$ cat src/rtl/pipe_ctrl.sv
// Pipeline hazard controller: prioritises exception, memory wait, multi-cycle EX and
// load-use stalls, and issues a single-cycle flush with PC redirect on exceptions.
module pipe_ctrl #(
  parameter int unsigned ADDR_W = 32,
  parameter int unsigned CNT_W  = 6
) (
  input  logic              clk,
  input  logic              rst,
  input  logic              i_id_stallreq,
  input  logic              i_ex_mc_start,
  input  logic [CNT_W-1:0]  i_ex_mc_len,
  input  logic              i_mem_req,
  input  logic              i_mem_ack,
  input  logic              i_exc_valid,
  input  logic [ADDR_W-1:0] i_exc_handler_pc,
  output logic [5:0]        o_stall,
  output logic              o_flush,
  output logic [ADDR_W-1:0] o_new_pc,
  output logic              o_mc_busy
);

  localparam logic [5:0] StallNone = 6'b000000;
  localparam logic [5:0] StallId   = 6'b000111;
  localparam logic [5:0] StallEx   = 6'b001111;
  localparam logic [5:0] StallMem  = 6'b011111;

  typedef enum logic [1:0] {StRun, StMc, StMemw, StFlush} state_e;

  state_e            state_q, state_d;
  logic [CNT_W-1:0]  cnt_q, cnt_d;
  logic              mc_go;
  logic              lower;
  logic [5:0]        stall;
  logic              flush;
  logic [ADDR_W-1:0] new_pc;
  logic              mc_busy;

  // A zero-length multi-cycle request carries no work and is dropped.
  assign mc_go = i_ex_mc_start && (i_ex_mc_len != '0);

  always_ff @(posedge clk or posedge rst) begin
    if (rst) begin
      state_q <= StRun;
      cnt_q   <= '0;
    end else begin
      state_q <= state_d;
      cnt_q   <= cnt_d;
    end
  end

  always_comb begin
    state_d = state_q;
    cnt_d   = cnt_q;
    stall   = StallNone;
    flush   = 1'b0;
    new_pc  = '0;
    mc_busy = 1'b0;
    lower   = 1'b0;

    if (i_exc_valid) begin
      flush   = 1'b1;
      new_pc  = i_exc_handler_pc;
      state_d = StFlush;
      cnt_d   = '0;
    end else begin
      unique case (state_q)
        StFlush: state_d = StRun;
        StRun: begin
          if (i_mem_req && !i_mem_ack) begin
            stall   = StallMem;
            state_d = StMemw;
          end else begin
            lower = 1'b1;
          end
        end
        StMemw: begin
          if (!i_mem_ack) begin
            stall = StallMem;
          end else begin
            // Ack cycle behaves like RUN with the memory source retired.
            state_d = StRun;
            lower   = 1'b1;
          end
        end
        StMc: begin
          mc_busy = 1'b1;
          if (i_mem_req && !i_mem_ack) begin
            stall = StallMem;
          end else begin
            stall = StallEx;
            cnt_d = cnt_q - CNT_W'(1);
            if (cnt_q == CNT_W'(1)) state_d = StRun;
          end
        end
        default: state_d = StRun;
      endcase

      if (lower) begin
        if (mc_go) begin
          stall   = StallEx;
          mc_busy = 1'b1;
          cnt_d   = i_ex_mc_len - CNT_W'(1);
          state_d = (i_ex_mc_len > CNT_W'(1)) ? StMc : StRun;
        end else if (i_id_stallreq) begin
          stall = StallId;
        end
      end
    end
  end

  // Outputs are forced quiet for as long as reset is held, independent of the clock.
  always_comb begin
    o_stall   = rst ? StallNone : stall;
    o_flush   = rst ? 1'b0 : flush;
    o_new_pc  = rst ? '0 : new_pc;
    o_mc_busy = rst ? 1'b0 : mc_busy;
  end

endmodule
$ cat config.mk
export PLATFORM = sky130hd
export DESIGN_NAME = pipe_ctrl
export DESIGN_NICKNAME = d
export VERILOG_FILES = /design/src/rtl/pipe_ctrl.sv
export SDC_FILE = /design/constraint.sdc
export NUM_CORES = 1
export LEC_CHECK = 0
export ABC_AREA = 1
export CELL_PAD_IN_SITES_DETAIL_PLACEMENT = 1
export CELL_PAD_IN_SITES_GLOBAL_PLACEMENT = 1
export CORE_UTILIZATION = 19
export CTS_BUF_LIST = sky130_fd_sc_hd__clkbuf_4
export CTS_CLUSTER_DIAMETER = 30
export DETAILED_ROUTE_END_ITERATION = 8
export PLACE_DENSITY = 0.78
export SLEW_MARGIN = 5
export SYNTH_ARGS = -nofsm -noshare
export SYNTH_HDL_FRONTEND = slang
export SYNTH_SLANG_ARGS = --single-unit
$ cat constraint.sdc
create_clock -name clk -period 1.8 [get_ports clk]
set_input_delay 0.54 -clock clk [delete_from_list [all_inputs] [get_ports clk]]
set_output_delay 0.54 -clock clk [all_outputs]
set_load 0.01 [all_outputs]
==> results.yml <==
cells_and_area:
  nFillCells: 731
  nNetsFinal: 360
  final_area_um2: 2270
  n_antenna_cell: 0
  syn_to_final_growth_pct: 109
  drive_gt1_frac: 0.409
  final-seq-area_um2: 203
  multi_input_area_um2: 861
  final_cell_count_no_fill: 380
  mostFrequentLayoutCell: "nand2_1"
  final_core_util: 0.413
  layout_common_cells: "nand2_1, nor2_1, buf_2, buf_4, dlygate4sd2_1"
yosys:
  synth_cells: 191
  yosys.area.top_type_share: 0.184
  synth_area_per_cell_um2: 5.69
  syn_area_um2: 1090
  synth_edf_count: 0
  synth_ff_type: "dfrtp_1"
  syn_nets: 241
  synth_area_leaders: "dfrtp_1, nor2_1, nand2_1, nand3_1, ha_1"
  synth_cell_type_count: 27
  yosysSeqAreaShare: 0.184
  yosysWarnings: 0
  synth_top_area_cell: "dfrtp_1"
  async_flop_share: 1.00
  ys_ff_latch: 8
clocking:
  clk_latency_ns: 0.26
  cts_root_buf: "clkbuf_4"
  cts_sinks: 8
  cts_buffer_depth: 2
  cts.clk_slew.worst_paths_ns: 0.06
  cts_tree: "done"
  postCtsHoldBufs: 0
  htreeDepth: 1
  cts_buffers: 3
pwr:
  power_frac_comb: 0.594
  pwr-share-seq: 0.252
  power.leakage_nw: 1.28
  switchingPower_w: 0.000365
  power.internal_w: 0.000549
  p_per_area_nw_per_um2: 402
  pwr-share-clk: 0.154
  peakVddDrop_uv: 129
  switching_share: 0.399
global_route:
  grt_pass1_wl_um: 8240
  grt_start_max_net_pins: 18
  grt_pass1_vias: 1746
  grt_usage: 0.171
  antenna_found_initial: 0
  overflow: 0
route:
  remaining_drc_errors: 0
  via_count: 1660
  drt_iter0_drc: 78
  wirelength_um: 4990
  routed_via_density: 4.37
  wl_per_cell_um: 13.1
  drtPass1Iterations: 4
  ant_nets: 0
timing:
  worstMarginPinSlew_ns: 0.515
  fin_crit_sh: 1.09
  setup_viol: 6
  holdWs_ns: 0.464
  hold_violations: 0
  skew_ns: 0.00738
  period_minus_slack_ns: 1.97
  drv_slew: 0
  finalWorstSetupSlack_ns: -0.168
  tns_ns: -0.857
  rsz0062_at_grt: "yes"
  fmax_ghz: 0.508
  relSlewSlack: 0.652
place:
  hpwlAfterDp_um: 3770
  post_dp_cell_area_um2: 2210
  gp_congestion: 0.812
  place_inst: 363
  portBuffers: 83
setup_path:
  crit_required_ns: 1.26
  crit_path_end_kind: "primary output"
  cp.arrival_ns: 1.43
  crit_start: "state_q[1]$_DFF_PP0_"
  worst-setup-path-type: "flip-flop to primary output"
  ff2ff_path_depth: 10
  reg2reg_from: "state_q[1]$_DFF_PP0_"
  cp-start-kind: "flip-flop"
  worstPathMaxFanout: 5
status:
  violations: "setup timing"
  status: "complete, but fails checks"
floorplan:
  pin_count: 85
  die-area_um2: 6030
  core-area_um2: 5510
  die_x_um: 77.6
  rows: 27
  die_h_um: 77.6
  start_util: 0.197
run:
  cap_violations: 0
hold_path:
  hold_class: "input port to async pin"
==> layout make-up <==
class,count,share of cell area
clock buffer,3,0.00991
inverter,18,0.0330
multi-input combinational,154,0.379
sequential,8,0.0892
tap,72,0.0396
timing repair buffer,125,0.450
==> cell families (layout without fill, tap and decap cells) <==
family / count (synthesis) / count (layout) / synth area share
simple gates: 131 / 131 / 0.543
buf+inv: 29 / 146 / 0.114
compound gates: 13 / 13 / 0.0656
flops: 8 / 8 / 0.184
fa+ha+maj: 5 / 5 / 0.0575
xor+xnor: 4 / 4 / 0.0322
other cells: 1 / 1 / 0.00345
==> through the flow <==
step                worst slack [ns]  power, W
floorplan                    0.00247  0.000472
global placement              -0.971  0.000738
detailed placement            -0.998  0.000755
CTS                           -0.119  0.000894
global route                  -0.221  0.000988
finish                        -0.168  0.000914
==> state kept, by name, indices dropped and copies added, names as in the netlist <==
register	flops
cnt_q	6
state_q	2
==> Yosys cell counts, drive strengths merged (2+ instances only) <==
cell type,count
dfrtp,8
nand2,52
o21ai,5
a21oi,6
nand3,16
clkbuf,5
xor2,4
nor3,2
ha,5
nand4,4
buf,6
nor2,56
inv,18
==> per-layer routing <==
metal | share of wire | routed length [um] | GRT usage | up-vias
li1 | - | - | - | 825
met1 | 0.41 | 2020 | 0.198 | 772
met2 | 0.54 | 2690 | 0.316 | 49
met3 | 0.028 | 138 | 0.0129 | 14
met4 | 0.028 | 140 | 0.0811 | 0
met5 | 0 | 0 | 0 | -
==> power by group through the flow <==
stage	Clock [W]	Combinational [W]	Sequential, W
6_report	0.000141	0.000543	0.000230
5_1_grt	0.000155	0.000598	0.000234
4_1_cts	0.000142	0.000523	0.000229
3_5_place_dp	0	0.000524	0.000231
3_3_place_gp	0	0.000511	0.000227
2_1_floorplan	0	0.000249	0.000223
==> worst paths after layout <==
kind | slack, ns | to
worst max register to register | 0.08 | cnt_q[4]$_DFF_PP0_
worst min register to register | 0.64 | cnt_q[3]$_DFF_PP0_
max in group asynchronous | 1.07 | state_q[0]$_DFF_PP0_
worst max-delay path | -0.17 | o_stall[2]
worst min-delay path | 0.46 | cnt_q[5]$_DFF_PP0_
min in group clk | 0.64 | cnt_q[3]$_DFF_PP0_
==> critical path: stages (launching register included) <==
cell and delay (ns):
dfrtp_2 0.47, a21oi_4 0.18, nand4_4 0.15, nand3_2 0.10, nand2_2 0.05, inv_2 0.09, buf_6 0.11
==> what timing repair did <==
action | 4_1_cts | 5_1_grt
endpoints found under the hold margin | 0 | 0
pin swaps | 48 | 18
gates cloned | 1 | 0
buffers inserted | 8 | 5
setup endpoints to repair | 39 | 22
gates resized for setup | 248 | 18
No activity file was read; power rests on OpenSTA's default activity.
